### src/rtl/uart_boot_loader.sv
// UART boot loader: receives an 8N1 byte stream (16-bit word count, then
// little-endian 32-bit words) and writes the words into instruction memory.
module uart_boot_loader #(
  parameter int CLKS_PER_BIT = 868,
  parameter int ADDR_WIDTH   = 10
) (
  input  logic                  clk,
  input  logic                  rst,
  input  logic                  uart_rx,
  output logic                  imem_we,
  output logic [ADDR_WIDTH-1:0] imem_addr,
  output logic [31:0]           imem_wdata,
  output logic                  core_rst,
  output logic                  load_done,
  output logic                  frame_err
);

  localparam int CW = $clog2(CLKS_PER_BIT) + 1;
  localparam logic [CW-1:0] HALF_M1 = CW'(CLKS_PER_BIT / 2 - 1);
  localparam logic [CW-1:0] FULL_M1 = CW'(CLKS_PER_BIT - 1);

  typedef enum logic [1:0] {RX_IDLE, RX_START, RX_DATA, RX_STOP} rx_state_e;
  typedef enum logic [1:0] {L_COUNT, L_LOAD, L_DONE} ld_state_e;

  logic rx_s1_q, rx_s2_q, rx_prev_q;

  rx_state_e       rx_state_q, rx_state_d;
  logic [CW-1:0]   clk_cnt_q, clk_cnt_d;
  logic [2:0]      bit_cnt_q, bit_cnt_d;
  logic [7:0]      shreg_q, shreg_d;
  logic            byte_vld_q, byte_vld_d;
  logic [7:0]      byte_q, byte_d;
  logic            frame_err_q, frame_err_d;

  ld_state_e             ld_state_q, ld_state_d;
  logic [15:0]           count_q, count_d;
  logic                  cnt_idx_q, cnt_idx_d;
  logic [15:0]           word_idx_q, word_idx_d;
  logic [1:0]            byte_idx_q, byte_idx_d;
  logic [23:0]           word_buf_q, word_buf_d;
  logic                  we_q, we_d;
  logic [ADDR_WIDTH-1:0] addr_q, addr_d;
  logic [31:0]           wdata_q, wdata_d;

  // rx_prev_q lets the idle state see a falling edge of the synchronised line
  always_ff @(posedge clk or negedge rst) begin
    if (!rst) begin
      rx_s1_q   <= 1'b1;
      rx_s2_q   <= 1'b1;
      rx_prev_q <= 1'b1;
    end else begin
      rx_s1_q   <= uart_rx;
      rx_s2_q   <= rx_s1_q;
      rx_prev_q <= rx_s2_q;
    end
  end

  always_comb begin
    rx_state_d  = rx_state_q;
    clk_cnt_d   = clk_cnt_q;
    bit_cnt_d   = bit_cnt_q;
    shreg_d     = shreg_q;
    byte_vld_d  = 1'b0;
    byte_d      = byte_q;
    frame_err_d = frame_err_q;
    case (rx_state_q)
      RX_IDLE: begin
        clk_cnt_d = '0;
        bit_cnt_d = '0;
        if (rx_prev_q && !rx_s2_q) rx_state_d = RX_START;
      end
      RX_START: begin
        if (clk_cnt_q == HALF_M1) begin
          clk_cnt_d  = '0;
          rx_state_d = rx_s2_q ? RX_IDLE : RX_DATA;
        end else begin
          clk_cnt_d = clk_cnt_q + CW'(1);
        end
      end
      RX_DATA: begin
        if (clk_cnt_q == FULL_M1) begin
          clk_cnt_d = '0;
          shreg_d   = {rx_s2_q, shreg_q[7:1]};
          bit_cnt_d = bit_cnt_q + 3'd1;
          if (bit_cnt_q == 3'd7) rx_state_d = RX_STOP;
        end else begin
          clk_cnt_d = clk_cnt_q + CW'(1);
        end
      end
      RX_STOP: begin
        if (clk_cnt_q == FULL_M1) begin
          clk_cnt_d  = '0;
          rx_state_d = RX_IDLE;
          if (rx_s2_q) begin
            byte_vld_d = 1'b1;
            byte_d     = shreg_q;
          end else begin
            frame_err_d = 1'b1;
          end
        end else begin
          clk_cnt_d = clk_cnt_q + CW'(1);
        end
      end
      default: rx_state_d = RX_IDLE;
    endcase
  end

  // Words are assembled by shifting bytes in from the top, so after three
  // bytes the first one sits in [7:0] and the fourth lands directly in [31:24].
  always_comb begin
    ld_state_d = ld_state_q;
    count_d    = count_q;
    cnt_idx_d  = cnt_idx_q;
    word_idx_d = word_idx_q;
    byte_idx_d = byte_idx_q;
    word_buf_d = word_buf_q;
    we_d       = 1'b0;
    addr_d     = addr_q;
    wdata_d    = wdata_q;
    case (ld_state_q)
      L_COUNT: begin
        if (byte_vld_q) begin
          if (!cnt_idx_q) begin
            count_d[7:0] = byte_q;
            cnt_idx_d    = 1'b1;
          end else begin
            count_d[15:8] = byte_q;
            cnt_idx_d     = 1'b0;
            word_idx_d    = '0;
            byte_idx_d    = '0;
            ld_state_d    = ({byte_q, count_q[7:0]} == 16'd0) ? L_DONE : L_LOAD;
          end
        end
      end
      L_LOAD: begin
        if (byte_vld_q) begin
          if (byte_idx_q == 2'd3) begin
            we_d       = 1'b1;
            wdata_d    = {byte_q, word_buf_q};
            addr_d     = word_idx_q[ADDR_WIDTH-1:0];
            word_idx_d = word_idx_q + 16'd1;
            byte_idx_d = '0;
          end else begin
            word_buf_d = {byte_q, word_buf_q[23:8]};
            byte_idx_d = byte_idx_q + 2'd1;
          end
        end
        if (we_q && (word_idx_q == count_q)) ld_state_d = L_DONE;
      end
      L_DONE: ld_state_d = L_DONE;
      default: ld_state_d = L_COUNT;
    endcase
  end

  always_ff @(posedge clk or negedge rst) begin
    if (!rst) begin
      rx_state_q  <= RX_IDLE;
      clk_cnt_q   <= '0;
      bit_cnt_q   <= '0;
      shreg_q     <= '0;
      byte_vld_q  <= 1'b0;
      byte_q      <= '0;
      frame_err_q <= 1'b0;
      ld_state_q  <= L_COUNT;
      count_q     <= '0;
      cnt_idx_q   <= 1'b0;
      word_idx_q  <= '0;
      byte_idx_q  <= '0;
      word_buf_q  <= '0;
      we_q        <= 1'b0;
      addr_q      <= '0;
      wdata_q     <= '0;
    end else begin
      rx_state_q  <= rx_state_d;
      clk_cnt_q   <= clk_cnt_d;
      bit_cnt_q   <= bit_cnt_d;
      shreg_q     <= shreg_d;
      byte_vld_q  <= byte_vld_d;
      byte_q      <= byte_d;
      frame_err_q <= frame_err_d;
      ld_state_q  <= ld_state_d;
      count_q     <= count_d;
      cnt_idx_q   <= cnt_idx_d;
      word_idx_q  <= word_idx_d;
      byte_idx_q  <= byte_idx_d;
      word_buf_q  <= word_buf_d;
      we_q        <= we_d;
      addr_q      <= addr_d;
      wdata_q     <= wdata_d;
    end
  end

  assign imem_we    = we_q;
  assign imem_addr  = addr_q;
  assign imem_wdata = wdata_q;
  assign core_rst   = (ld_state_q != L_DONE);
  assign load_done  = (ld_state_q == L_DONE);
  assign frame_err  = frame_err_q;

endmodule

### config.mk
export PLATFORM = sky130hd
export DESIGN_NAME = uart_boot_loader
export DESIGN_NICKNAME = d
export VERILOG_FILES = /design/src/rtl/uart_boot_loader.sv
export SDC_FILE = /design/constraint.sdc
export NUM_CORES = 1
export LEC_CHECK = 0
export ABC_CLOCK_PERIOD_IN_PS = 2500
export BUFFER_PORTS_ARGS = -buffer_cell sky130_fd_sc_hd__buf_2
export CORE_ASPECT_RATIO = 1.5
export CORE_MARGIN = 10
export CORE_UTILIZATION = 45
export CTS_CLUSTER_SIZE = 14
export DETAILED_ROUTE_END_ITERATION = 10
export PLACE_DENSITY = 0.59
export SLEW_MARGIN = 15
export SYNTH_ARGS = -nofsm -noshare
export SYNTH_HDL_FRONTEND = slang
export SYNTH_SLANG_ARGS = --single-unit
### constraint.sdc
create_clock -name clk -period 2.5 [get_ports clk]
set_input_delay 0.125 -clock clk [delete_from_list [all_inputs] [get_ports clk]]
set_output_delay 0.125 -clock clk [all_outputs]
set_load 0.01 [all_outputs]
# Word level (Yosys, flattened, before mapping)
# Cells that the tools add are included.
dict set report word_totals {
  elab_cells 104
  register_bits 141
  in_bits 3
  romBits 0
  latch_bits 0
  ram_bits 0
  memories 0
  output_inout_bits 46
}
dict set report op_classes {
  n_reduce_logical 22
  magnitude_cmp 0
  shift 0
  n_mul 0
  div 0
  muxes 34
  bitwise_logic 3
  add_sub_neg 4
  n_eq_ne 21
}
# cell count
set op_table {}
lappend op_table {{$mux W16} 4}
lappend op_table {{$pmux W11 S3} 1}
lappend op_table {{$pmux W16 S2} 1}
lappend op_table {{$mux W2} 14}
lappend op_table {{$mux W11} 2}
lappend op_table {{$ne A2 B2 Y1 const B} 11}
lappend op_table {{$reduce_and A3 Y1} 7}
lappend op_table {{$add A16 B1 Y16 const B} 1}
lappend op_table {{$eq A16 B16 Y1} 1}
lappend op_table {{$logic_not A16 Y1} 1}
lappend op_table {{$add A11 B1 Y11 const B} 1}
lappend op_table {{$eq A11 B10 Y1 const B} 1}
lappend op_table {{$eq A11 B9 Y1 const B} 1}
lappend op_table {{$reduce_and A5 Y1} 2}
lappend op_table {{$eq A2 B2 Y1 const B} 4}
lappend op_table {{$pmux W2 S4} 1}
lappend op_table {{$mux W1} 7}
lappend op_table {{$pmux W2 S3} 1}
lappend op_table {{$pmux W3 S2} 1}
lappend op_table {{$reduce_and A2 Y1} 3}
lappend op_table {{$eq A2 B1 Y1 const B} 2}
lappend op_table {{$logic_not A2 Y1} 2}
lappend op_table {{$pmux W2 S2} 1}
lappend op_table {{$reduce_and A4 Y1} 1}
lappend op_table {{9 further kinds} 13}

# Longest topological paths before layout
# Gate-level depths: netlist of run 1.
dict set report depth {
  ltp_word 5
  ltp_mapped 9
  depth_no_buf 7
}

# Worst setup path after synthesis of run 1
# Ideal clock, no wire load.
dict set report synth_timing {
  path_kind {register to register}
  startpoint {register ld_state_q[0]}
  endpoint {register word_idx_q[12]}
  required_ns 2.434
  synth_period_minus_slack_ns 1.964
  setup_time_ns 0.066
  slack_ns 0.536
  path_stages_with_launch 9
  arrival_time_ns 1.898
  path_buffers 1
  cell_sequence {dfrtp_1 -> inv_1 -> ha_1 -> buf_2 -> nor2b_4 -> nor4b_4 -> nand3_2 -> or4_1 -> nand2_1}
}
dict set report synth_via {
  elab_chain_cells 3
  word_cells_on_any_way 9
  cone_classes {5 x eq/ne; 1 x mux; 3 x reduce/logical}
}
# element line_no
set synth_lines {}
lappend synth_lines {{start: declaration} 35} ;# ld_state_e ld_state_q, ld_state_d;
lappend synth_lines {{start signal: assignment} 181} ;# ld_state_q <= ld_state_d;
lappend synth_lines {{$eq A2 B1 Y1 or $logic_not A2 Y1 (tied branches)} 120} ;# case (ld_state_q)
lappend synth_lines {{$ne A2 B2 Y1 (no line) or $reduce_bool A2 Y1 (tied branches)} n/a}
lappend synth_lines {{$reduce_and A5 Y1 (no line)} n/a}
lappend synth_lines {{end signal: assignment} 184} ;# word_idx_q <= word_idx_d;
lappend synth_lines {{end: declaration} 38} ;# logic [15:0] word_idx_q, word_idx_d;
# Several ways; a longest one is shown, not always the timed one.
# A chain may end at the register's enable or synchronous reset.

# Final worst setup path of run 1
dict set report layout_timing {
  startpoint {register clk_cnt_q[0]}
  endpoint {register byte_q[0]}
}
dict set report layout_via {
  elab_chain_cells 2
}
# element line_no
set layout_lines {}
lappend layout_lines {{start: declaration} 28} ;# logic [CW-1:0] clk_cnt_q, clk_cnt_d;
lappend layout_lines {{start signal: assignment} 175} ;# clk_cnt_q <= clk_cnt_d;
lappend layout_lines {{$eq A11 B10 Y1} 91} ;# if (clk_cnt_q == FULL_M1) begin
lappend layout_lines {{$reduce_and A3 Y1 (no line)} n/a}
lappend layout_lines {{end signal: assignment} 179} ;# byte_q <= byte_d;
lappend layout_lines {{end: declaration} 32} ;# logic [7:0] byte_q, byte_d;
# No other way between the ends.

==> results of run 1 <==
sequential cells by signal, indices dropped and copies added, names as in the netlist, 2 cells and up, named ones only:
register and flops:
imem_wdata 32, word_buf_q 24, count_q 16, word_idx_q 16, clk_cnt_q 11, imem_addr 10, byte_q 8, shreg_q 8
bit_cnt_q 3, byte_idx_q 2, ld_state_q 2
where the power goes:
group / internal (mW) / switching [mW] / leakage, nW
clock: 1.47 / 1.00 / 0.285
sequential: 2.33 / 0.0719 / 1.95
combinational: 0.0839 / 0.131 / 1.48
logic make-up after synthesis:
logic type | Yosys count | synth area share [%]
adders and majority gates | 10 | 2.06
DFF | 141 | 58.1
xor gates and xnor gates | 37 | 5.33
and+or+nand+nor | 119 | 11.4
muxes | 101 | 19.2
buffers and inverters | 25 | 1.73
AOI/OAI and AO/OA | 21 | 2.16
cells in the final DEF, fill, tap and decap left out, types with 4 or more instances in the layout:
| cell type | netlist | layout |
|---|---|---|
| sky130_fd_sc_hd__mux2_4 | 8 | 8 |
| sky130_fd_sc_hd__mux2_1 | 13 | 13 |
| sky130_fd_sc_hd__inv_6 | 0 | 5 |
| sky130_fd_sc_hd__and3_1 | 5 | 5 |
| sky130_fd_sc_hd__nand4_1 | 12 | 12 |
| sky130_fd_sc_hd__dfrtp_1 | 138 | 138 |
| sky130_fd_sc_hd__and4_1 | 4 | 4 |
| sky130_fd_sc_hd__buf_2 | 6 | 47 |
| sky130_fd_sc_hd__mux2_2 | 78 | 78 |
| sky130_fd_sc_hd__ha_1 | 10 | 10 |
| sky130_fd_sc_hd__o21ai_0 | 4 | 4 |
| sky130_fd_sc_hd__nor4_1 | 5 | 5 |
| sky130_fd_sc_hd__inv_1 | 10 | 10 |
| sky130_fd_sc_hd__a31oi_1 | 4 | 4 |
| sky130_fd_sc_hd__xor2_1 | 21 | 21 |
| sky130_fd_sc_hd__nand2_1 | 20 | 20 |
| sky130_fd_sc_hd__buf_4 | 1 | 5 |
| sky130_fd_sc_hd__nand3_1 | 15 | 14 |
| sky130_fd_sc_hd__clkbuf_16 | 0 | 17 |
| sky130_fd_sc_hd__xnor2_1 | 16 | 16 |
| sky130_fd_sc_hd__clkinv_4 | 0 | 4 |
| sky130_fd_sc_hd__nor2_1 | 31 | 31 |
| sky130_fd_sc_hd__a21oi_1 | 4 | 4 |
final cells by class:
type | count | area (um2) | area share (%)
clock buffers | 20 | 467 | 6.51
clock inverters | 12 | 124 | 1.73
inverters | 10 | 37.5 | 0.524
multi-input cells | 288 | 2440 | 34.1
flip-flops and latches | 141 | 3530 | 49.3
well taps | 159 | 199 | 2.78
repair buffers | 58 | 364 | 5.08
worst max-delay path, cell delays in order, from the launching register on:
cell                      delay (ps)
sky130_fd_sc_hd__dfrtp_1         430
sky130_fd_sc_hd__ha_1            320
sky130_fd_sc_hd__and3_1          280
sky130_fd_sc_hd__nand3_4         140
sky130_fd_sc_hd__nor3_4          520
sky130_fd_sc_hd__mux2_4          350
routing by layer:
metal  global-route usage [%]  wire [um]  up-vias
met3                     3.83        518       20
li1                         -          -     1723
met1                     15.5       4940     1833
met5                        0          0        -
met4                     6.83        364        0
met2                     22.0       5920       70
stage by stage:
stage                     setup WS [ps]  std cells
after floorplan                     536        454
after global routing                194        688
after CTS                           337        688
after global placement              418        654
after detailed placement            355        654
final                               344        688
worst max-delay path by stage:
| stage | start | endpoint | slack [ps] | depth (start not counted) |
|---|---|---|---|---|
| final | clk_cnt_q[0] | byte_q[0] | 340 | 5 |
| after CTS | clk_cnt_q[0] | byte_q[4] | 340 | 5 |
| after floorplan | ld_state_q[0] | word_idx_q[12] | 540 | 8 |
| after global routing | clk_cnt_q[0] | byte_q[0] | 190 | 5 |
| after global placement | clk_cnt_q[0] | byte_q[7] | 420 | 5 |
| after detailed placement | clk_cnt_q[0] | byte_q[7] | 360 | 5 |
==> impl_metrics.py, run 1 <==
metrics = {
    "outcome": {
        "outcome": "complete, no violations",
    },
    "routing": {
        "route.detailed.vias_per_inst": 5.30,
        "drt-pass1-iter-count": 4,
        "post-route-drc-count": 0,
        "initialDrtViolationCount": 122,
        "wl_mm": 11.8,
        "wire_per_inst_um": 17.1,
        "via_count": 3646,
        "final_antenna_violating_net_count": 0,
    },
    "sta": {
        "fin_worst_hold_slack_ps": 278,
        "worst_pin_slew_ps": 641,
        "fmax_ghz": 0.464,
        "slew_viol_final": 0,
        "slew-limit-headroom_pct": 57.2,
        "skew_ps": 9.44,
        "setup_total_negative_slack_ps": 0,
        "rsz0062_at_grt": "no",
        "timing_hold_violations_final": 0,
        "setup_violations": 0,
        "post-route-period-util_pct": 86.2,
        "fin_crit_ps": 2160,
    },
    "setup_path": {
        "timing.setup.critical_path_class": "reg -> reg",
        "worstRegToRegCells": 5,
        "critical_r2r_capture": "byte_q[0]",
        "critical_path.reg2reg.startpoint": "clk_cnt_q[0]",
        "cp.required_ps": 2790,
        "cp-start-kind": "flop",
        "slack_of_the_worst_reg_to_reg_path_ps": 340,
        "worst_setup_path_end_kind": "flop",
        "critPathMaxFanout": 9,
        "arrival_ps": 2450,
    },
    "final_layout": {
        "antennaDiodeCount": 0,
        "fin_util_pct": 54.8,
        "fill_cells": 1086,
        "drive_gt1_share_pct": 35.2,
        "synthToLayoutAreaGrowth_pct": 18.0,
        "num-nets-final": 529,
        "fin_area_um2": 7170,
    },
    "global_route": {
        "first_global_vias": 3799,
        "antenna_violations_before_repair": 0,
        "first_pass_grt_wire_length_mm": 19.7,
        "track_usage_pct": 13.4,
        "maximum_number_of_pins_on_one_net_before_global_route_repair": 69,
        "globalRoute.totalOverflow": 0,
    },
    "clocking": {
        "post_cts.resized_instances": 0,
        "cell_chosen_for_the_clock_root": "sky130_fd_sc_hd__clkbuf_16",
        "tritoncts": "done",
        "tritoncts_num_sinks": 141,
        "number_of_buffers_inserted_by_post_cts_setup_repair": 0,
        "cts-hold-fix-buffers": 2,
        "cts_h_tree_depth": 4,
        "max-clock-path-buffers": 2,
        "cts_made_buffers": 17,
        "clock_insertion_delay_worst_skew_ps": 420,
        "clkTransAtPathRegs_ps": 60,
    },
    "logic_synthesis": {
        "synth-edff-count": 0,
        "synthesis.area_um2": 6080,
        "post_synth_inst_count": 454,
        "postSynthNetCount": 467,
        "post_synth_most_frequent_cells": "138 x sky130_fd_sc_hd__dfrtp_1, 78 x sky130_fd_sc_hd__mux2_2, 31 x sky130_fd_sc_hd__nor2_1",
        "yosys_most_used_dff": "sky130_fd_sc_hd__dfrtp_1",
        "synthesis.yosys.warnings": 0,
        "ys_seq_area_share_pct": 58.1,
        "yosysMostFrequentCell": "sky130_fd_sc_hd__dfrtp_1",
        "number_of_distinct_library_cells_after_synthesis": 47,
        "syn_area_per_cell_um2": 13.4,
        "top_cell_type_s_share_of_synthesized_area_pct": 56.8,
        "synth_area_leader_cell": "sky130_fd_sc_hd__dfrtp_1",
        "share_of_synthesized_registers_carrying_an_async_set_or_reset_pct": 100,
        "synth-seq-cells": 141,
        "synth.top_cells.by_area": "sky130_fd_sc_hd__dfrtp_1 57%, sky130_fd_sc_hd__mux2_2 14%, sky130_fd_sc_hd__xor2_1 3.0%",
    },
    "floorplan": {
        "start_util_pct": 46.4,
        "placeableCoreArea_um2": 13100,
        "rows": 51,
        "die_y_um": 162,
        "io_pins": 49,
        "die-width_um": 115,
        "floorplan_die_area_um2": 18600,
    },
    "place": {
        "detailedPlacementHpwl_mm": 8.16,
        "gp_weighted_congestion": 0.793,
        "placement.cell_area_um2": 6560,
        "port-buffer-count": 48,
    },
    "power": {
        "powerDensity_nw_per_um2": 709,
        "p_leak_nw": 3.71,
        "worst_ir_drop_vdd_uv": 460,
        "report.power.total_mw": 5.08,
    },
    "hold_path": {
        "worstHoldPathType": "in -> async",
    },
    "job": {
        "drv.max_cap_violation_count": 0,
    },
}
Power figures use the tool's default switching activity.
==> run 2: changes to the inputs <==
==> config.mk (replaced) <==
export PLATFORM = sky130hd
export DESIGN_NAME = uart_boot_loader
export DESIGN_NICKNAME = d
export VERILOG_FILES = /design/src/rtl/uart_boot_loader.sv
export SDC_FILE = /design/constraint.sdc
export NUM_CORES = 1
export LEC_CHECK = 0
export ABC_CLOCK_PERIOD_IN_PS = 2300
export BUFFER_PORTS_ARGS = -buffer_cell sky130_fd_sc_hd__buf_2
export CORE_MARGIN = 10
export CORE_UTILIZATION = 59
export CTS_CLUSTER_SIZE = 14
export DETAILED_ROUTE_END_ITERATION = 10
export PLACE_DENSITY = 0.75
export SLEW_MARGIN = 15
export SYNTH_ARGS = -nofsm -noshare
export SYNTH_HDL_FRONTEND = slang
export SYNTH_SLANG_ARGS = --single-unit
==> constraint.sdc (replaced) <==
create_clock -name clk -period 2.3 [get_ports clk]
set_input_delay 0.115 -clock clk [delete_from_list [all_inputs] [get_ports clk]]
set_output_delay 0.115 -clock clk [all_outputs]
set_load 0.01 [all_outputs]
==> impl_metrics.py, run 2 (same netlist as run 1, synthesis figures left out) <==
metrics = {
    "routing": {
        "post-route-drc-count": 0,
        "via_count": 3703,
        "initialDrtViolationCount": 279,
        "final_antenna_violating_net_count": 0,
        "drt-pass1-iter-count": 6,
        "wire_per_inst_um": 17.3,
        "wl_mm": 11.5,
        "route.detailed.vias_per_inst": 5.58,
    },
    "power": {
        "internal_power_mw": 4.25,
        "p_leak_nw": 3.72,
        "p_clk_share_pct": 48.9,
        "worst_ir_drop_vdd_uv": 655,
        "power.share.combinational_pct": 4.1,
        "power.sequential.fraction_pct": 46.9,
        "powerDensity_nw_per_um2": 778,
        "switching_power_mw": 1.31,
        "swShare_pct": 23.6,
    },
    "sta": {
        "fin_crit_ps": 2050,
        "skew_ps": 7.43,
        "fmax_ghz": 0.488,
        "slew_viol_final": 0,
        "timing_hold_violations_final": 0,
        "rsz0062_at_grt": "no",
        "worst_pin_slew_ps": 776,
        "post-route-period-util_pct": 89.2,
        "setup_violations": 0,
        "slew-limit-headroom_pct": 48.3,
        "setup_total_negative_slack_ps": 0,
    },
    "clocking": {
        "clock_insertion_delay_worst_skew_ps": 530,
        "tritoncts_num_sinks": 141,
        "post_cts.resized_instances": 0,
        "cts_h_tree_depth": 4,
        "tritoncts": "done",
        "max-clock-path-buffers": 2,
        "cts_made_buffers": 17,
        "cell_chosen_for_the_clock_root": "sky130_fd_sc_hd__clkbuf_8",
        "clkTransAtPathRegs_ps": 70,
    },
    "setup_path": {
        "timing.setup.critical_path_class": "reg -> reg",
        "critPathMaxFanout": 9,
        "critical_path.reg2reg.startpoint": "clk_cnt_q[0]",
        "worstRegToRegCells": 6,
        "cp-start-kind": "flop",
        "slack_of_the_worst_reg_to_reg_path_ps": 250,
        "critical_r2r_capture": "byte_q[6]",
        "cp.required_ps": 2720,
        "arrival_ps": 2470,
        "worst_setup_path_end_kind": "flop",
    },
    "final_layout": {
        "synthToLayoutAreaGrowth_pct": 17.5,
        "final_common_cell": "sky130_fd_sc_hd__dfrtp_1",
        "antennaDiodeCount": 0,
        "num-nets-final": 531,
        "layout.cells.most_common_list": "138 x sky130_fd_sc_hd__dfrtp_1, 78 x sky130_fd_sc_hd__mux2_2, 47 x sky130_fd_sc_hd__buf_2, 31 x sky130_fd_sc_hd__nor2_1, 21 x sky130_fd_sc_hd__xor2_1",
        "fin_area_um2": 7140,
        "drive_gt1_share_pct": 35.4,
        "largest_register_ffs": 32,
    },
    "global_route": {
        "maximum_number_of_pins_on_one_net_before_global_route_repair": 88,
        "first_pass_grt_wire_length_mm": 19.5,
        "track_usage_pct": 16.7,
        "globalRoute.totalOverflow": 0,
        "first_global_vias": 3844,
        "antenna_violations_before_repair": 0,
    },
    "place": {
        "port-buffer-count": 48,
        "detailedPlacementHpwl_mm": 7.84,
        "placement.cell_area_um2": 6530,
        "gp_weighted_congestion": 0.855,
    },
    "job": {
        "drv.max_cap_violation_count": 0,
    },
    "floorplan": {
        "io_pins": 49,
        "floorplan_die_area_um2": 14800,
        "die_y_um": 121,
        "die-width_um": 121,
        "rows": 36,
        "start_util_pct": 61.3,
        "placeableCoreArea_um2": 9910,
    },
    "outcome": {
        "outcome": "complete, no violations",
    },
    "hold_path": {
        "worstHoldPathType": "in -> async",
    },
}
[run 2: how the worst max path moves through the flow]
stage	start	to
6_report	clk_cnt_q[0]	byte_q[6]
5_1_grt	ld_state_q[1]	word_idx_q[11]
4_1_cts	clk_cnt_q[0]	byte_q[6]
3_5_place_dp	clk_cnt_q[0]	byte_q[6]
3_3_place_gp	clk_cnt_q[0]	byte_q[5]
2_1_floorplan	ld_state_q[0]	word_idx_q[12]
[run 2: power groups by stage]
stage	combinational [mW]	clock [mW]	sequential, mW
2_1_floorplan	0.145	0	2.63
3_5_place_dp	0.225	0	2.65
5_1_grt	0.262	2.88	2.61
4_1_cts	0.231	2.76	2.61
3_3_place_gp	0.219	0	2.64
6_report	0.230	2.72	2.61
[run 2: critical path, cell delays in order, from the launching register on]
cell,delay [ps]
sky130_fd_sc_hd__dfrtp_1,430
sky130_fd_sc_hd__ha_1,330
sky130_fd_sc_hd__and3_1,300
sky130_fd_sc_hd__nand3_4,140
sky130_fd_sc_hd__nor3_4,180
sky130_fd_sc_hd__buf_4,230
sky130_fd_sc_hd__mux2_4,320
[run 2: per-layer routing]
layer	vias to the layer above	GRT usage, %	part of all wire (%)	wire length (um)
met5	-	0	0	0
met4	0	5.51	1.2	138
met3	16	5.68	4.4	508
met2	62	26.9	50	5790
met1	1897	20.6	44	5080
li1	1728	-	-	-
[run 2: final cells by class]
type | instances | area (um2)
Tap cell | 133 | 166
Timing Repair Buffer | 60 | 367
Inverter | 10 | 37.5
Clock buffer | 19 | 442
Sequential cell | 141 | 3530
Clock inverter | 13 | 154
Fill cell | 684 | 2770
Multi-Input combinational cell | 288 | 2440
[run 2: metrics by stage]
| stage | util (%) | power [mW] | worst slack (ps) | hold WS (ps) | instances |
|---|---|---|---|---|---|
| finish | 72.1 | 5.55 | 249 | 208 | 664 |
| global route | 72.1 | 5.75 | 97.9 | 204 | 664 |
| CTS | 72.1 | 5.60 | 273 | 194 | 664 |
| detailed placement | 65.9 | 2.88 | 280 | 222 | 630 |
| global placement | 65.9 | 2.86 | 356 | 221 | 630 |
| floorplan | - | 2.78 | 336 | -181 | 454 |
[run 2: repair_timing]
item                      4_1_cts  5_1_grt
hold endpoints to repair       83        0
hold buffers                    2        0
setup buffers                   0        0
